**src/rtl/uart_cfg.sv**
```systemverilog
// uart_cfg: runtime-configurable full-duplex UART (5-8 data bits, none/even/odd
// parity, 1 or 2 stop bits), 16x oversampling from one shared baud tick, with a
// FIFO on each direction.
// Optional feature macro: UART_LOOPBACK_EN adds a 'loopback' input that feeds
// the receiver from tx internally. When it is undefined, RX always uses rx.
//
// Host interface: wr_uart and rd_uart are single-cycle strobes. tx_full acts as
// the not-ready of the TX queue and rx_empty as the not-valid of the RX queue.
// A write strobe while tx_full is 1 is dropped, unless a pop happens in the same
// cycle. A read strobe while rx_empty is 1 is dropped. r_data always shows the
// RX head, without waiting for the read.

// Synchronous FIFO with first-word fall-through output and registered flags.
module uart_fifo #(
  parameter int ADDR_W = 4,
  parameter int DATA_W = 8
) (
  input  logic              clk,
  input  logic              reset_n,
  input  logic              push_i,
  input  logic              pop_i,
  input  logic [DATA_W-1:0] wdata_i,
  output logic [DATA_W-1:0] rdata_o,
  output logic              full_o,
  output logic              empty_o
);
  localparam logic [ADDR_W-1:0] PTR_ONE = 1;

  logic [DATA_W-1:0] mem_q [0:2**ADDR_W-1];
  logic [ADDR_W-1:0] wptr_q, wptr_d, rptr_q, rptr_d;
  logic              full_q, full_d, empty_q, empty_d;
  logic              push_ok, pop_ok;

  // A full FIFO still accepts a push when a pop frees a slot in the same cycle.
  assign pop_ok  = pop_i & ~empty_q;
  assign push_ok = push_i & (~full_q | pop_ok);

  // Next pointers and flags.
  always_comb begin
    wptr_d  = wptr_q;
    rptr_d  = rptr_q;
    full_d  = full_q;
    empty_d = empty_q;
    if (push_ok) wptr_d = wptr_q + PTR_ONE;
    if (pop_ok)  rptr_d = rptr_q + PTR_ONE;
    if (push_ok && !pop_ok) begin
      empty_d = 1'b0;
      full_d  = (wptr_d == rptr_q);
    end else if (pop_ok && !push_ok) begin
      full_d  = 1'b0;
      empty_d = (rptr_d == wptr_q);
    end
  end

  // Pointer and flag registers.
  always_ff @(posedge clk) begin
    if (!reset_n) begin
      wptr_q  <= '0;
      rptr_q  <= '0;
      full_q  <= 1'b0;
      empty_q <= 1'b1;
    end else begin
      wptr_q  <= wptr_d;
      rptr_q  <= rptr_d;
      full_q  <= full_d;
      empty_q <= empty_d;
    end
  end

  // Storage array. It needs no reset because it is only read when the FIFO is not empty.
  always_ff @(posedge clk) begin
    if (push_ok) mem_q[wptr_q] <= wdata_i;
  end

  assign rdata_o = empty_q ? '0 : mem_q[rptr_q];
  assign full_o  = full_q;
  assign empty_o = empty_q;
endmodule

module uart_cfg #(
  parameter int FIFO_ADDR_W = 4,
  parameter int TIMER_W     = 11
) (
  input  logic               clk,
  input  logic               reset_n,
  input  logic [TIMER_W-1:0] TIMER_FINAL_VALUE,
  input  logic [1:0]         data_bits,
  input  logic [1:0]         parity_mode,
  input  logic               stop_bits,
  input  logic               rx,
  output logic               tx,
`ifdef UART_LOOPBACK_EN
  input  logic               loopback,
`endif
  input  logic               wr_uart,
  input  logic [7:0]         w_data,
  output logic               tx_full,
  output logic               tx_empty,
  input  logic               rd_uart,
  output logic [7:0]         r_data,
  output logic               rx_empty,
  output logic               data_valid,
  output logic               parity_err,
  output logic               frame_err,
  output logic               rx_overrun,
  output logic [2:0]         dbg_rx_state_o,
  output logic [2:0]         dbg_tx_state_o
);
  typedef enum logic [2:0] {S_IDLE, S_START, S_DATA, S_PARITY, S_STOP} state_e;

  localparam logic [TIMER_W-1:0] TIMER_ONE = 1;

  // Mask that keeps only the data bits of a word (5..8 bits).
  function automatic logic [7:0] data_mask(input logic [1:0] db);
    return 8'hFF >> (2'd3 - db);
  endfunction

  // ---------------- Baud tick ----------------
  logic [TIMER_W-1:0] baud_q, baud_d;
  logic               tick;

  // The compare is >=, so lowering the divisor during a count wraps at once.
  assign tick   = (baud_q >= TIMER_FINAL_VALUE);
  assign baud_d = tick ? '0 : baud_q + TIMER_ONE;

  // Free-running divisor counter.
  always_ff @(posedge clk) begin
    if (!reset_n) baud_q <= '0;
    else          baud_q <= baud_d;
  end

  // ---------------- TX path ----------------
  logic       tx_pop, tx_out;
  logic [7:0] tx_head, tx_masked;
  state_e     tx_state_q, tx_state_d;
  logic [3:0] tx_tick_q, tx_tick_d;
  logic [2:0] tx_bit_q, tx_bit_d;
  logic [7:0] tx_shift_q, tx_shift_d;
  logic [1:0] tx_db_q, tx_db_d;
  logic       tx_par_q, tx_par_d, tx_pen_q, tx_pen_d;
  logic       tx_stop2_q, tx_stop2_d, tx_sidx_q, tx_sidx_d;
  logic       tx_bit_done;

  uart_fifo #(.ADDR_W(FIFO_ADDR_W), .DATA_W(8)) u_tx_fifo (
    .clk(clk), .reset_n(reset_n), .push_i(wr_uart), .pop_i(tx_pop),
    .wdata_i(w_data), .rdata_o(tx_head), .full_o(tx_full), .empty_o(tx_empty)
  );

  assign tx_masked   = tx_head & data_mask(data_bits);
  assign tx_bit_done = tick && (tx_tick_q == 4'd15);

  // TX next state. A frame starts on a tick, so every bit spans exactly 16 ticks.
  always_comb begin
    tx_state_d = tx_state_q;
    tx_tick_d  = tx_tick_q;
    tx_bit_d   = tx_bit_q;
    tx_shift_d = tx_shift_q;
    tx_db_d    = tx_db_q;
    tx_par_d   = tx_par_q;
    tx_pen_d   = tx_pen_q;
    tx_stop2_d = tx_stop2_q;
    tx_sidx_d  = tx_sidx_q;
    tx_pop     = 1'b0;
    tx_out     = 1'b1;
    if (tick) tx_tick_d = tx_tick_q + 4'd1;
    case (tx_state_q)
      S_IDLE: begin
        tx_tick_d = '0;
        if (tick && !tx_empty) begin
          tx_pop     = 1'b1;
          tx_state_d = S_START;
          tx_shift_d = tx_masked;
          tx_par_d   = (^tx_masked) ^ (parity_mode == 2'b10);
          tx_pen_d   = parity_mode[0] ^ parity_mode[1];
          tx_db_d    = data_bits;
          tx_stop2_d = stop_bits;
          tx_sidx_d  = 1'b0;
          tx_bit_d   = '0;
        end
      end
      S_START: begin
        tx_out = 1'b0;
        if (tx_bit_done) tx_state_d = S_DATA;
      end
      S_DATA: begin
        tx_out = tx_shift_q[0];
        if (tx_bit_done) begin
          tx_shift_d = tx_shift_q >> 1;
          tx_bit_d   = tx_bit_q + 3'd1;
          if (tx_bit_q == {1'b1, tx_db_q}) tx_state_d = tx_pen_q ? S_PARITY : S_STOP;
        end
      end
      S_PARITY: begin
        tx_out = tx_par_q;
        if (tx_bit_done) tx_state_d = S_STOP;
      end
      S_STOP: begin
        tx_out = 1'b1;
        if (tx_bit_done) begin
          if (tx_stop2_q && !tx_sidx_q) tx_sidx_d = 1'b1;
          else                          tx_state_d = S_IDLE;
        end
      end
      default: tx_state_d = S_IDLE;
    endcase
  end

  // TX state registers.
  always_ff @(posedge clk) begin
    if (!reset_n) begin
      tx_state_q <= S_IDLE;
      tx_tick_q  <= '0;
      tx_bit_q   <= '0;
      tx_shift_q <= '0;
      tx_db_q    <= '0;
      tx_par_q   <= 1'b0;
      tx_pen_q   <= 1'b0;
      tx_stop2_q <= 1'b0;
      tx_sidx_q  <= 1'b0;
    end else begin
      tx_state_q <= tx_state_d;
      tx_tick_q  <= tx_tick_d;
      tx_bit_q   <= tx_bit_d;
      tx_shift_q <= tx_shift_d;
      tx_db_q    <= tx_db_d;
      tx_par_q   <= tx_par_d;
      tx_pen_q   <= tx_pen_d;
      tx_stop2_q <= tx_stop2_d;
      tx_sidx_q  <= tx_sidx_d;
    end
  end

  assign tx = tx_out;

  // ---------------- RX path ----------------
  logic       rx_src, rx_s, rx_mid, rx_full;
  logic [1:0] rx_sync_q;
  state_e     rx_state_q, rx_state_d;
  logic [3:0] rx_tick_q, rx_tick_d;
  logic [2:0] rx_bit_q, rx_bit_d;
  logic [7:0] rx_shift_q, rx_shift_d, rx_word;
  logic [1:0] rx_db_q, rx_db_d;
  logic       rx_pen_q, rx_pen_d, rx_odd_q, rx_odd_d;
  logic       rx_stop2_q, rx_stop2_d, rx_sidx_q, rx_sidx_d;
  logic       rx_perr_q, rx_perr_d, rx_ferr_q, rx_ferr_d, rx_push_q, rx_push_d;

`ifdef UART_LOOPBACK_EN
  assign rx_src = loopback ? tx_out : rx;
`else
  assign rx_src = rx;
`endif

  // Two-flop synchroniser on the serial input. It resets to the idle level.
  always_ff @(posedge clk) begin
    if (!reset_n) rx_sync_q <= 2'b11;
    else          rx_sync_q <= {rx_sync_q[0], rx_src};
  end

  assign rx_s   = rx_sync_q[1];
  assign rx_mid = tick && (rx_tick_q == 4'd15);

  // RX next state. START re-centres the count at mid start bit, so each later sample lands mid-bit.
  always_comb begin
    rx_state_d = rx_state_q;
    rx_tick_d  = rx_tick_q;
    rx_bit_d   = rx_bit_q;
    rx_shift_d = rx_shift_q;
    rx_db_d    = rx_db_q;
    rx_pen_d   = rx_pen_q;
    rx_odd_d   = rx_odd_q;
    rx_stop2_d = rx_stop2_q;
    rx_sidx_d  = rx_sidx_q;
    rx_perr_d  = rx_perr_q;
    rx_ferr_d  = rx_ferr_q;
    rx_push_d  = 1'b0;
    if (tick) rx_tick_d = rx_tick_q + 4'd1;
    case (rx_state_q)
      S_IDLE: begin
        rx_tick_d = '0;
        if (!rx_s) begin
          rx_state_d = S_START;
          rx_db_d    = data_bits;
          rx_pen_d   = parity_mode[0] ^ parity_mode[1];
          rx_odd_d   = (parity_mode == 2'b10);
          rx_stop2_d = stop_bits;
          rx_sidx_d  = 1'b0;
          rx_bit_d   = '0;
          rx_shift_d = '0;
          rx_perr_d  = 1'b0;
          rx_ferr_d  = 1'b0;
        end
      end
      S_START: begin
        if (tick && rx_tick_q == 4'd7) begin
          rx_tick_d  = '0;
          rx_state_d = rx_s ? S_IDLE : S_DATA;
        end
      end
      S_DATA: begin
        if (rx_mid) begin
          rx_shift_d = {rx_s, rx_shift_q[7:1]};
          rx_bit_d   = rx_bit_q + 3'd1;
          if (rx_bit_q == {1'b1, rx_db_q}) rx_state_d = rx_pen_q ? S_PARITY : S_STOP;
        end
      end
      S_PARITY: begin
        if (rx_mid) begin
          rx_perr_d  = (^rx_shift_q) ^ rx_s ^ rx_odd_q;
          rx_state_d = S_STOP;
        end
      end
      S_STOP: begin
        if (rx_mid) begin
          if (!rx_s) rx_ferr_d = 1'b1;
          if (rx_stop2_q && !rx_sidx_q) begin
            rx_sidx_d = 1'b1;
          end else begin
            rx_state_d = S_IDLE;
            rx_push_d  = 1'b1;
          end
        end
      end
      default: rx_state_d = S_IDLE;
    endcase
  end

  // RX state registers.
  always_ff @(posedge clk) begin
    if (!reset_n) begin
      rx_state_q <= S_IDLE;
      rx_tick_q  <= '0;
      rx_bit_q   <= '0;
      rx_shift_q <= '0;
      rx_db_q    <= '0;
      rx_pen_q   <= 1'b0;
      rx_odd_q   <= 1'b0;
      rx_stop2_q <= 1'b0;
      rx_sidx_q  <= 1'b0;
      rx_perr_q  <= 1'b0;
      rx_ferr_q  <= 1'b0;
      rx_push_q  <= 1'b0;
    end else begin
      rx_state_q <= rx_state_d;
      rx_tick_q  <= rx_tick_d;
      rx_bit_q   <= rx_bit_d;
      rx_shift_q <= rx_shift_d;
      rx_db_q    <= rx_db_d;
      rx_pen_q   <= rx_pen_d;
      rx_odd_q   <= rx_odd_d;
      rx_stop2_q <= rx_stop2_d;
      rx_sidx_q  <= rx_sidx_d;
      rx_perr_q  <= rx_perr_d;
      rx_ferr_q  <= rx_ferr_d;
      rx_push_q  <= rx_push_d;
    end
  end

  // Bits were shifted in at the MSB, so right-align them. This leaves the unused MSBs at zero.
  assign rx_word = rx_shift_q >> (2'd3 - rx_db_q);

  uart_fifo #(.ADDR_W(FIFO_ADDR_W), .DATA_W(8)) u_rx_fifo (
    .clk(clk), .reset_n(reset_n), .push_i(rx_push_q), .pop_i(rd_uart),
    .wdata_i(rx_word), .rdata_o(r_data), .full_o(rx_full), .empty_o(rx_empty)
  );

  // A push is accepted when the FIFO has room or a read frees a slot in the same cycle.
  assign data_valid = rx_push_q & (~rx_full | rd_uart);
  assign rx_overrun = rx_push_q & ~data_valid;
  assign parity_err = data_valid & rx_perr_q;
  assign frame_err  = data_valid & rx_ferr_q;

  assign dbg_rx_state_o = rx_state_q;
  assign dbg_tx_state_o = tx_state_q;
endmodule
```
**config.mk**
```make
export PLATFORM = sky130hd
export DESIGN_NAME = uart_cfg
export DESIGN_NICKNAME = d
export VERILOG_FILES = /design/src/rtl/uart_cfg.sv
export SDC_FILE = /design/constraint.sdc
export NUM_CORES = 1
export LEC_CHECK = 0
export ABC_AREA = 1
export CORE_MARGIN = 10
export CORE_UTILIZATION = 61
export DETAILED_ROUTE_END_ITERATION = 10
export PLACE_DENSITY = 0.8
export SYNTH_ARGS = -nofsm -noshare
export SYNTH_HDL_FRONTEND = slang
export SYNTH_SLANG_ARGS = --single-unit
```
**constraint.sdc**
```tcl
create_clock -name clk -period 2.7 [get_ports clk]
set_input_delay 0.405 -clock clk [delete_from_list [all_inputs] [get_ports clk]]
set_output_delay 0.405 -clock clk [all_outputs]
set_load 0.05 [all_outputs]
```
Word-level counts from Yosys, hierarchy flattened

Memory sizes are Yosys's and may differ from the RTL's. A register that Yosys moved wholly into a read port is not among the register bits.
Cells that the tools add are included.
Widths: inputs -> output; s select.

Shifts and indexed selects: 2
Order comparisons: 1
Div/mod/pow operators: 0
Reductions and logical operators: 41
Bitwise gates (word level): 23
Equal/unequal tests: 35
$add $sub $neg: 11
Multiply operators: 0
Muxes and demuxes: 71

Operators by type and width:

| operator              | count |
|---|---|
| $mux 3                | 20 |
| $mux 8                | 6 |
| $ne 2x2->1 const B    | 17 |
| $mux 4                | 8 |
| $pmux 8 s2            | 2 |
| $pmux 3 s5            | 2 |
| $add 4x1->4 const B   | 6 |
| $mux 1                | 24 |
| $eq 4x4->1            | 4 |
| $reduce_xor 8->1      | 2 |
| $reduce_and 7->1      | 2 |
| $reduce_bool 2->1     | 7 |
| $eq 3x2->1 const B    | 4 |
| $pmux 3 s2            | 2 |
| $reduce_and 3->1      | 4 |
| $reduce_and 4->1      | 3 |
| $add 11x1->11 const B | 1 |
| $ge 11x11->1          | 1 |
| $logic_and 1x1->1     | 10 |
| $and 1x1->1           | 8 |
| $and 8x8->8           | 1 |
| $eq 4x4->1 const B    | 2 |
| $pmux 1 s2            | 4 |
| $pmux 4 s2            | 1 |
| 18 further kinds      | 43 |

Bits in writable memories: 256
Latch bits: 0
Bits in registers: 84
Logic and storage cells: 217
Input port bits: 29
Bits in read-only memories: 0
Memories kept: 2

Memory list:

| memory          | words | bits a word | read ports | clocked after Yosys merged registers in | write ports | line | source |
|---|---|---|---|---|---|---|---|
| u_rx_fifo.mem_q | 16    | 8           | 1          | 1                                       | 1           | 29   | `logic [DATA_W-1:0] mem_q [0:2**ADDR_W-1];` |
| u_tx_fifo.mem_q | 16    | 8           | 1          | 1                                       | 1           | 29   |  |

Logic depth before layout (Yosys ltp)

Gate-level depths: netlist of run 1.

Depth after elaboration: 11
Mapped depth: 19

Modules after synthesis

Synthesis of run 1 repeated with hierarchy kept, for this count alone.

Cell total of the unflattened synthesis: 1453
Area, all modules: 15174.6 um^2

Modules (own cells, without submodules):

| module                 | seq. area each (um^2) | instances | area each (um^2) | cells an instance |
|---|---|---|---|---|
| uart_fifo at u_rx_fifo | 4043.9                | 1         | 5780.5           | 466 |
| uart_fifo at u_tx_fifo | 4043.9                | 1         | 5724.2           | 463 |
| uart_cfg               | 1281.2                | 1         | 3669.8           | 524 |

Worst setup path before layout of run 1

Ideal clock, no wire load.

Kind: input -> register
From: input port TIMER_FINAL_VALUE[10]
To: memory u_tx_fifo.mem_q[0][0] (enable)
Data arrival time: 2125 ps
Stages: 14
Required time: 2330 ps
Library setup time: 370 ps
Setup slack: 204 ps
Cell sequence: inv_1 -> ha_1 -> nand2_1 -> nor2_2 -> nand2_1 -> nor2_1 -> nand2_1 -> nand3_2 -> nand3_4 -> nand2_2 -> nand2_2 -> inv_1 -> nand2_1 -> nor2_1

Cells in the longest elaborated chain, start to end: 9

RTL lines:

| item                         | line | source |
|---|---|---|
| start: declaration           | 86   | `input logic [TIMER_W-1:0] TIMER_FINAL_VALUE,` |
| $ge 11x11->1                 | 123  | `assign tick = (baud_q >= TIMER_FINAL_VALUE);` |
| $logic_and 1x1->1            | 169  | `if (tick && !tx_empty) begin` |
| $mux 1                       | 169  |  |
| $mux 1                       | 166  | `case (tx_state_q)` |
| $and 1x1->1                  | 35   | `assign pop_ok = pop_i & ~empty_q;` |
| $or 1x1->1                   | 36   | `assign push_ok = push_i & (~full_q \| pop_ok);` |
| $and 1x1->1                  | 36   |  |
| $mux 1                       | 72   | `if (push_ok) mem_q[wptr_q] <= wdata_i;` |
| $mux 1 (implied by the code) | 72   |  |
| end: declaration             | 29   |  |

Every way passes these cells.

==> results of run 1 <==
## sequential cells by signal (all words and copies together) (netlist names), 4 cells and up
signal and flops:
u_rx_fifo.mem_q 128, u_tx_fifo.mem_q 128, baud_q 11, rx_shift_q 8, tx_shift_q 8, rx_tick_q 4, tx_tick_q 4, u_rx_fifo.rptr_q 4
u_rx_fifo.wptr_q 4, u_tx_fifo.rptr_q 4, u_tx_fifo.wptr_q 4
## cell usage in the layout, fill, tap and decap left out, drive strengths merged, types with 44 or more instances in the layout
cell type,n
a21oi,86
clkbuf,44
buf,97
inv,108
nand3,79
dfxtp,84
nand2,240
o21ai,153
nor2,241
edfxtp,256
## critical path, stage by stage, from the launching register on
cell      delay (ps)
dfxtp_4          390
inv_1             90
buf_4            220
o21ai_0          140
o22ai_1          320
o211ai_1         130
a21oi_1          230
buf_4            240
## area by class of cell
class                      instances  area share [%]
sequential                       340            53.4
clock inverter                    18           0.577
clock buffer                      44            5.54
timing repair buffer             135            7.20
multi-input combinational        968            28.6
tap                              324            2.31
inverter                         111            2.39
## power by group through the flow
stage                     combinational, uW  clock, uW  sequential, uW
final                                  1650       4520            5920
after global routing                   1830       4760            5940
after CTS                              1630       4560            5920
after detailed placement               1610          0            6030
after global placement                 1580          0            6030
after floorplan                         994          0            6110
## stage by stage
step                      power, uW  hold slack [ps]
after floorplan                7110              393
after global placement         7610              400
after detailed placement       7650              401
after CTS                     12100              415
after global routing          12500              425
final                         12100              413
## cells in the mapped netlist (2+ instances only)
cell type  instances
nand2_1          230
o211ai_1          27
a21oi_2            2
buf_4              5
a211oi_1           2
o21ai_1            9
a211oi_2           3
buf_2             14
o21ai_0          142
nand3_2            3
ha_1              29
nor2_2             5
nand4_1            5
nor2_1           235
edfxtp_1         256
mux2i_1            4
o221ai_1          21
o21ai_2            2
clkinv_1           2
xnor2_1            5
dfxtp_1           84
inv_2              8
nand2_2            9
a21boi_0           2
a31oi_1            3
buf_6              5
buf_1              3
nand3_1           75
clkbuf_1          37
nor3_1            10
o22ai_1           15
or2_2              5
nand3b_1           5
xor2_1            22
inv_1            100
a21oi_1           84
## routing by layer
layer,track usage (%),routed length [um],vias up
met4,9.77,1300,0
met3,4.03,2510,108
met1,27.7,14200,5379
met2,37.7,17300,483
li1,-,-,5366
met5,0,0,-
## path summary, 6_finish.rpt
path | startpoint | endpoint | cells past startpoint
max reg2reg | baud_q[8] | u_tx_fifo.mem_q[2][3] | 15
min reg2reg | rx_sync_q[0] | rx_sync_q[1] | 1
max | u_rx_fifo.rptr_q[1] | r_data[5] | 7
min | rx_sync_q[0] | rx_sync_q[1] | 1
## repair_timing
item	4_1_cts	5_1_grt
setup endpoints to repair	8	147
pin swaps	0	5
setup buffers	0	3
hold buffers	0	0
gates resized for setup	4	18
## cells by family (layout without fill, tap and decap cells)
group	count (synthesis)	in the layout	synth area share [%]
AND/OR/NAND/NOR	592	592	16.6
flip-flops	340	340	62.2
AO/OA/AOI/OAI	316	316	12.0
buffers and inverters	175	308	4.86
adder cells (fa/ha/maj)	29	29	2.41
XOR/XNOR	27	27	1.57
multiplexers	4	4	0.266
==> run summary, run 1 <==
The run finished with clean final reports. Along the worst path, the maximum fanout reaches 18. The kind of capture point of the worst setup path is a primary output. In this run the static leakage power is 0.00645 uW. The repair_antennas step left the layout with diodes totalling 0. The total negative slack for setup checks came out at 0 ps.

Once layout is complete, the utilization of the core stands at 72.2%. The first routing iteration left 1237 violations. For the max-capacitance violation count, the log shows 0.

Global router's overall resource usage: 22.4%. The number of primary I/O pins was 51; the relative contribution of sequential cells to total power was 49.0%. STA classifies the critical path startpoint as a flip-flop.

Routability-driven placement finished with a final weighted congestion of 0.905. Entering global routing, the biggest net connects 69 pins. For this block, the routed nets add up to 35.3 mm of wire.

The async set-or-reset flop fraction in the synthesized netlist was 0%; the number of standard cells in the final layout excluding fillers was 1940. For the first-pass detailed-route iteration total, the log shows 8. The count of input and output buffers came out at 50. Layout overhead on the synthesized area: 16.7%. The clock reaches the later pin of the worst-skew pair after 520 ps. The cell area that synthesis handed to floorplanning was 15100 um2. The tools report the residual overflow from global routing as 0. Summing all placed instances gives a cell area of 16400 um2.

Of the synthesized area, sequential elements account for 62.2%. Via count of the first global-routing pass: 11.1k. Derived from the worst setup path, the maximum achievable clock frequency is 374 MHz. Net switching power of the design: 3130 uW. The tools report the count of final max-slew check failures as 0.

Initial antenna violation count: 0. The tools report the clock skew as 21.8 ps. The tools report the estimated wirelength of the detail-placed design as 23.3 mm. The minimum clock period after layout came out at 2680 ps. The count of warnings emitted by yosys was 0; the number of placed instances with taps included was 1875. The switching share of power was 25.9%; the site row count was 57. The final routed wire length divided by cell count was 18.2 um; the first-pass GRT wire length was 56.5 mm. For the combinational share of power, the log shows 13.6%. The slew at the pin with the worst max-slew slack works out to 860 ps. Slack of the worst reg-to-reg path: 220 ps. The number of nets with antenna violations after routing came out at 0. The average cell area after synthesis is 10.2 um2.

After synthesis, the cell types taking the most area are edfxtp_1 (51%), dfxtp_1 (11%), nor2_1 (5.9%). After detailed routing, the number of vias per cell comes to 5.84. The critical path is of the reg2out type.

The width of the chip was 177 um; the core footprint was 24300 um2. Setup violations remaining at the end of the flow were counted as 0. In this run, distinct cell masters in the synthesized netlist total 51. The logs give 11.3k for the number of vias in the routed layout and 8960 uW for the internal power. The clock net in this run drives a total of 340 sinks. Path category of the worst min-delay check: reg2reg.

The worst-case clock buffer depth was 3; the post-placement setup slack was -394 ps. In the final layout, the share of cells above drive strength 1 is 12.6%. For the sequential standard cell area, the log shows 9380 um2. The peak ir drop on the vdd network is 0.563 mV, and the initial standard-cell utilization of the core is 61.9%. Across all setup checks in the final design, the least slack found is 22.7 ps. For this run, design rule violations remaining after detail routing come to 0. At the worst endpoint, the required time is 2300 ps. TritonCTS built the clock tree.

Dividing the final minimum period by the clock period gives 99.2%. The clock network accounts for 37.4% of the total power. Number of hold violations in the final report: 0. The root buffer cell is clkbuf_16. The number of buffers inserted during clock tree synthesis was 36. The max-slew headroom at the worst pin came out at 41.0%.

The arrival time reported for the critical path endpoint was 2270 ps; the power per cell area was 688 nW/um2. The top cell type by area accounts for 51.1% of the synthesized area. The dominant synthesized flop cell is edfxtp_1.

Clock-pin slew on the worst setup and hold paths: 60 ps. The layout has 1690 filler cells. The die height is 177 um, and the number of enable flip-flop cells after synthesis is 256. The number of H-tree branching levels was 2. Setup repair after global routing could not meet its margin everywhere. The total nets after synthesis is 1541, and the multi-input logic area is 5020 um2.

Post-synthesis register bit count: 340. The total die area is 31400 um2, and the final standard cell area without fillers is 17600 um2. The post-synthesis cell count came out at 1483. Of all cell types, the one taking the most synthesized area is edfxtp_1. The net count of the finished layout is 1650.
No activity file was read; power rests on OpenSTA's default activity.
==> run 2, diff against run 1 <==
==> constraint.sdc (replaced) <==
create_clock -name clk -period 2.7 [get_ports clk]
set_input_delay 0.81 -clock clk [delete_from_list [all_inputs] [get_ports clk]]
set_output_delay 0.81 -clock clk [all_outputs]
set_load 0.05 [all_outputs]
==> run summary, run 2 (synthesis gave the netlist of run 1 again) <==
The logs give 11.4k (+0.94%) for the number of vias in the routed layout and -150 ps (-173 ps) for the worst setup margin. The logs give 0 (unchanged) for the count of final max-slew check failures and 24300 um2 (unchanged) for the core footprint. The tools report the type of origin of the critical path as a flip-flop. The run finished, with violations left. The sum of buffers and inverters on the critical path was 3 (unchanged).

The largest registers in the layout are u_rx_fifo.mem_q x128, u_tx_fifo.mem_q x128, baud_q x11. The initial antenna violation count came out at 0 (unchanged). The depth of the worst register-to-register path is 16 (+1), and the total negative slack for setup checks is -986 ps (-986 ps).

The run gives 12400 uW (+3.0%) as the total design power. The min-delay analysis places its worst path in the category reg2reg. The number of H-tree branching levels is 2 (unchanged). The net count reported at finish is 1668 (+1.1%). The peak ir drop on the vdd network was 0.526 mV (-6.7%). The via count of the first global-routing pass is 11.3k (+1.4%), and the power per cell area is 678 nW/um2 (-1.5%).

The worst slack on hold paths is 426 ps (+13.2 ps), and the clock skew is 30.3 ps (+8.49 ps). Required time of the critical path: 1890 ps (-410 ps). The launch point of the worst reg-to-reg path is u_tx_fifo.rptr_q[2]. The proportion of layout cells with a drive suffix above 1 is 18.0% (+5.3 points).

For the leakage power summed over all cells, the log shows 0.00672 uW (+4.1%). The largest stage delay on the critical path works out to 390 ps (about the same). The count of input and output buffers was 50 (unchanged). The beginning of the critical path is u_rx_fifo.rptr_q[0]. The worst-case clock buffer depth was 3 (unchanged); the sequential standard cell area was 9380 um2 (about the same). The tools report the max-slew headroom at the worst pin as 48.6% (+7.6 points). The slowest stage of the critical path belongs to the cell dfxtp_4. The tools report the slack of the worst reg-to-reg path as 310 ps (+90 ps). The final routed wire length divided by cell count was 18.8 um (+3.1%); the met3 usage was 3.46% (-0.58 points). The width of the chip was 177 um (unchanged). The kind of capture point of the worst setup path is a primary output. Site row count: 57 (unchanged). The leading cell type in the layout, fill and taps excluded was edfxtp_1. The logs give 27.7% (about the same) for the global routing usage on met1 and 351 MHz (-6.1%) for the maximum achievable frequency. The number of buffers inserted during clock tree synthesis is 36 (unchanged).

Relative to the synthesized area, the layout overhead comes to 21.9%. The ratio of routed vias to standard cells is 5.83 (-0.15%), and the maximum number of pins on one net before global-route repair is 62 (-10%). The critical-path maximum fanout works out to 20 (+2).

The cell depth of the worst min-delay path was 1 (unchanged). The logs give 340 (unchanged) for the number of clock sinks seen by CTS and 5470 um2 (+8.9%) for the multi-input logic area. The final reports fail on setup timing. TritonCTS built the clock tree. The most crowded layer after global routing is met2. For the remaining routing DRC violations, the log shows 0 (unchanged). The arrival time reported for the critical path endpoint came out at 2040 ps (-230 ps).

The residual overflow from global routing was 0 (unchanged); the first-pass detailed-route iteration total was 5 (-3). Among cell families on the critical path, the largest total delay comes from compound AO/OA/AOI/OAI gates. The logs give 23.2% (+0.83 points) for the global router's overall resource usage and 51 (unchanged) for the number of primary I/O pins. The met2 usage in global routing is 41.3% (+3.6 points), and the final number of setup-violating endpoints is 8 (+8). The first-pass GRT wire length was 58.2 mm (+3.1%); the final period utilization was 106% (+6.4 points). The number of nets with antenna violations after routing is 0 (unchanged).

The DRC marker count from the first detailed-route iteration is 1056 (-15%), and the later-pin clock latency in the skew report is 530 ps (about the same). Leaving out fill and tap cells, the most frequent cells in the layout are edfxtp_1 (256), nand2_1 (221), nor2_1 (213). The max-capacitance violation count is 0 (unchanged). The die height was 177 um (unchanged); the minimum clock period after layout was 2850 ps (+173 ps). The run gives 36.8 mm (+4.3%) as the final wirelength. The initial standard-cell utilization of the core was 61.9% (unchanged); the fill cell instance count of the final layout was 1547 (-8.5%). The number of cells on the critical path was 7 (unchanged). Traced cell by cell, the critical path runs through inv_8, buf_12, o21ai_0, o221ai_1, o211ai_1, a21oi_2, buf_6. The logs give 0 (unchanged) for the number of antenna cells inserted and 31400 um2 (unchanged) for the total die area. The critical path is of the reg2out type.

The tools report the number of hold violations in the final report as 0 (unchanged). The endpoint identified for the worst register-to-register timing path is tx_par_q. In this run the clock root is driven by a clkbuf_16. The slew at the pin with the worst max-slew slack is 769 ps (-91.1 ps).

The endpoint of the most critical setup path is r_data[6]. The final weighted congestion in routability-driven placement was 0.874 (-3.4%). The estimated wirelength of the detail-placed design came out at 23.5 mm (+0.87%).

Setup repair after global routing could not meet its margin everywhere. The hold buffer count at CTS was 0 (unchanged); the clock-pin slew on the worst setup and hold paths was 60 ps (about the same).
## run 2: cell types whose count changed in the layout (fill, tap and decap cells not counted), moves of 9 or more
cell	previous run	this run
nor2_1	234	213
clkdlybuf4s50_1	38	24
buf_6	3	12
inv_1	99	87
nor2_4	1	20
o21ai_0	142	123
o21ai_1	9	26
inv_2	8	18
## run 2: final cells by class
class,instances,area share [%]
well taps,324,2.21
clock buffers,53,5.60
repair buffers,153,8.29
clock inverters,12,0.668
multi-input cells,968,29.8
flip-flops and latches,340,51.1
inverters,111,2.37
## run 2: worst min-delay path by stage
| stage | from | to | slack [ps] |
|---|---|---|---|
| after global placement | rx_sync_q[0] | rx_sync_q[1] | 400 |
| final | rx_sync_q[0] | rx_sync_q[1] | 430 |
| after global routing | rx_sync_q[0] | rx_sync_q[1] | 440 |
| after floorplan | rx_sync_q[0] | rx_sync_q[1] | 390 |
| after CTS | rx_sync_q[0] | rx_sync_q[1] | 430 |
| after detailed placement | rx_sync_q[0] | rx_sync_q[1] | 420 |
## run 2: metrics by stage
step | cell area [um2] | utilization (%) | worst slack (ps) | instances
after floorplan | 15300 | - | 5.38 | 1483
after global placement | 16700 | 68.6 | -524 | 1881
after detailed placement | 16700 | 68.6 | -603 | 1881
after CTS | 18200 | 74.7 | -190 | 1961
after global routing | 18400 | 75.5 | -235 | 1961
final | 18400 | 75.5 | -150 | 1961
## run 2: where the power goes
part | switching (uW) | internal [uW]
registers | 123 | 5810
logic | 1110 | 606
clock network | 1960 | 2840
total | 3190 | 9250
## run 2: layer usage
metal	part of all wire, %	up-vias
met3	6.2	106
met1	39	5476
met4	3.4	0
met2	52	453
li1	-	5407
met5	0	-
## run 2: timing repair
item / in CTS / in global routing
buffers inserted: 13 / 1
pin swaps: 21 / 23
cloned: 2 / 0
gates resized for setup: 57 / 62
endpoints found under the setup margin: 88 / 175
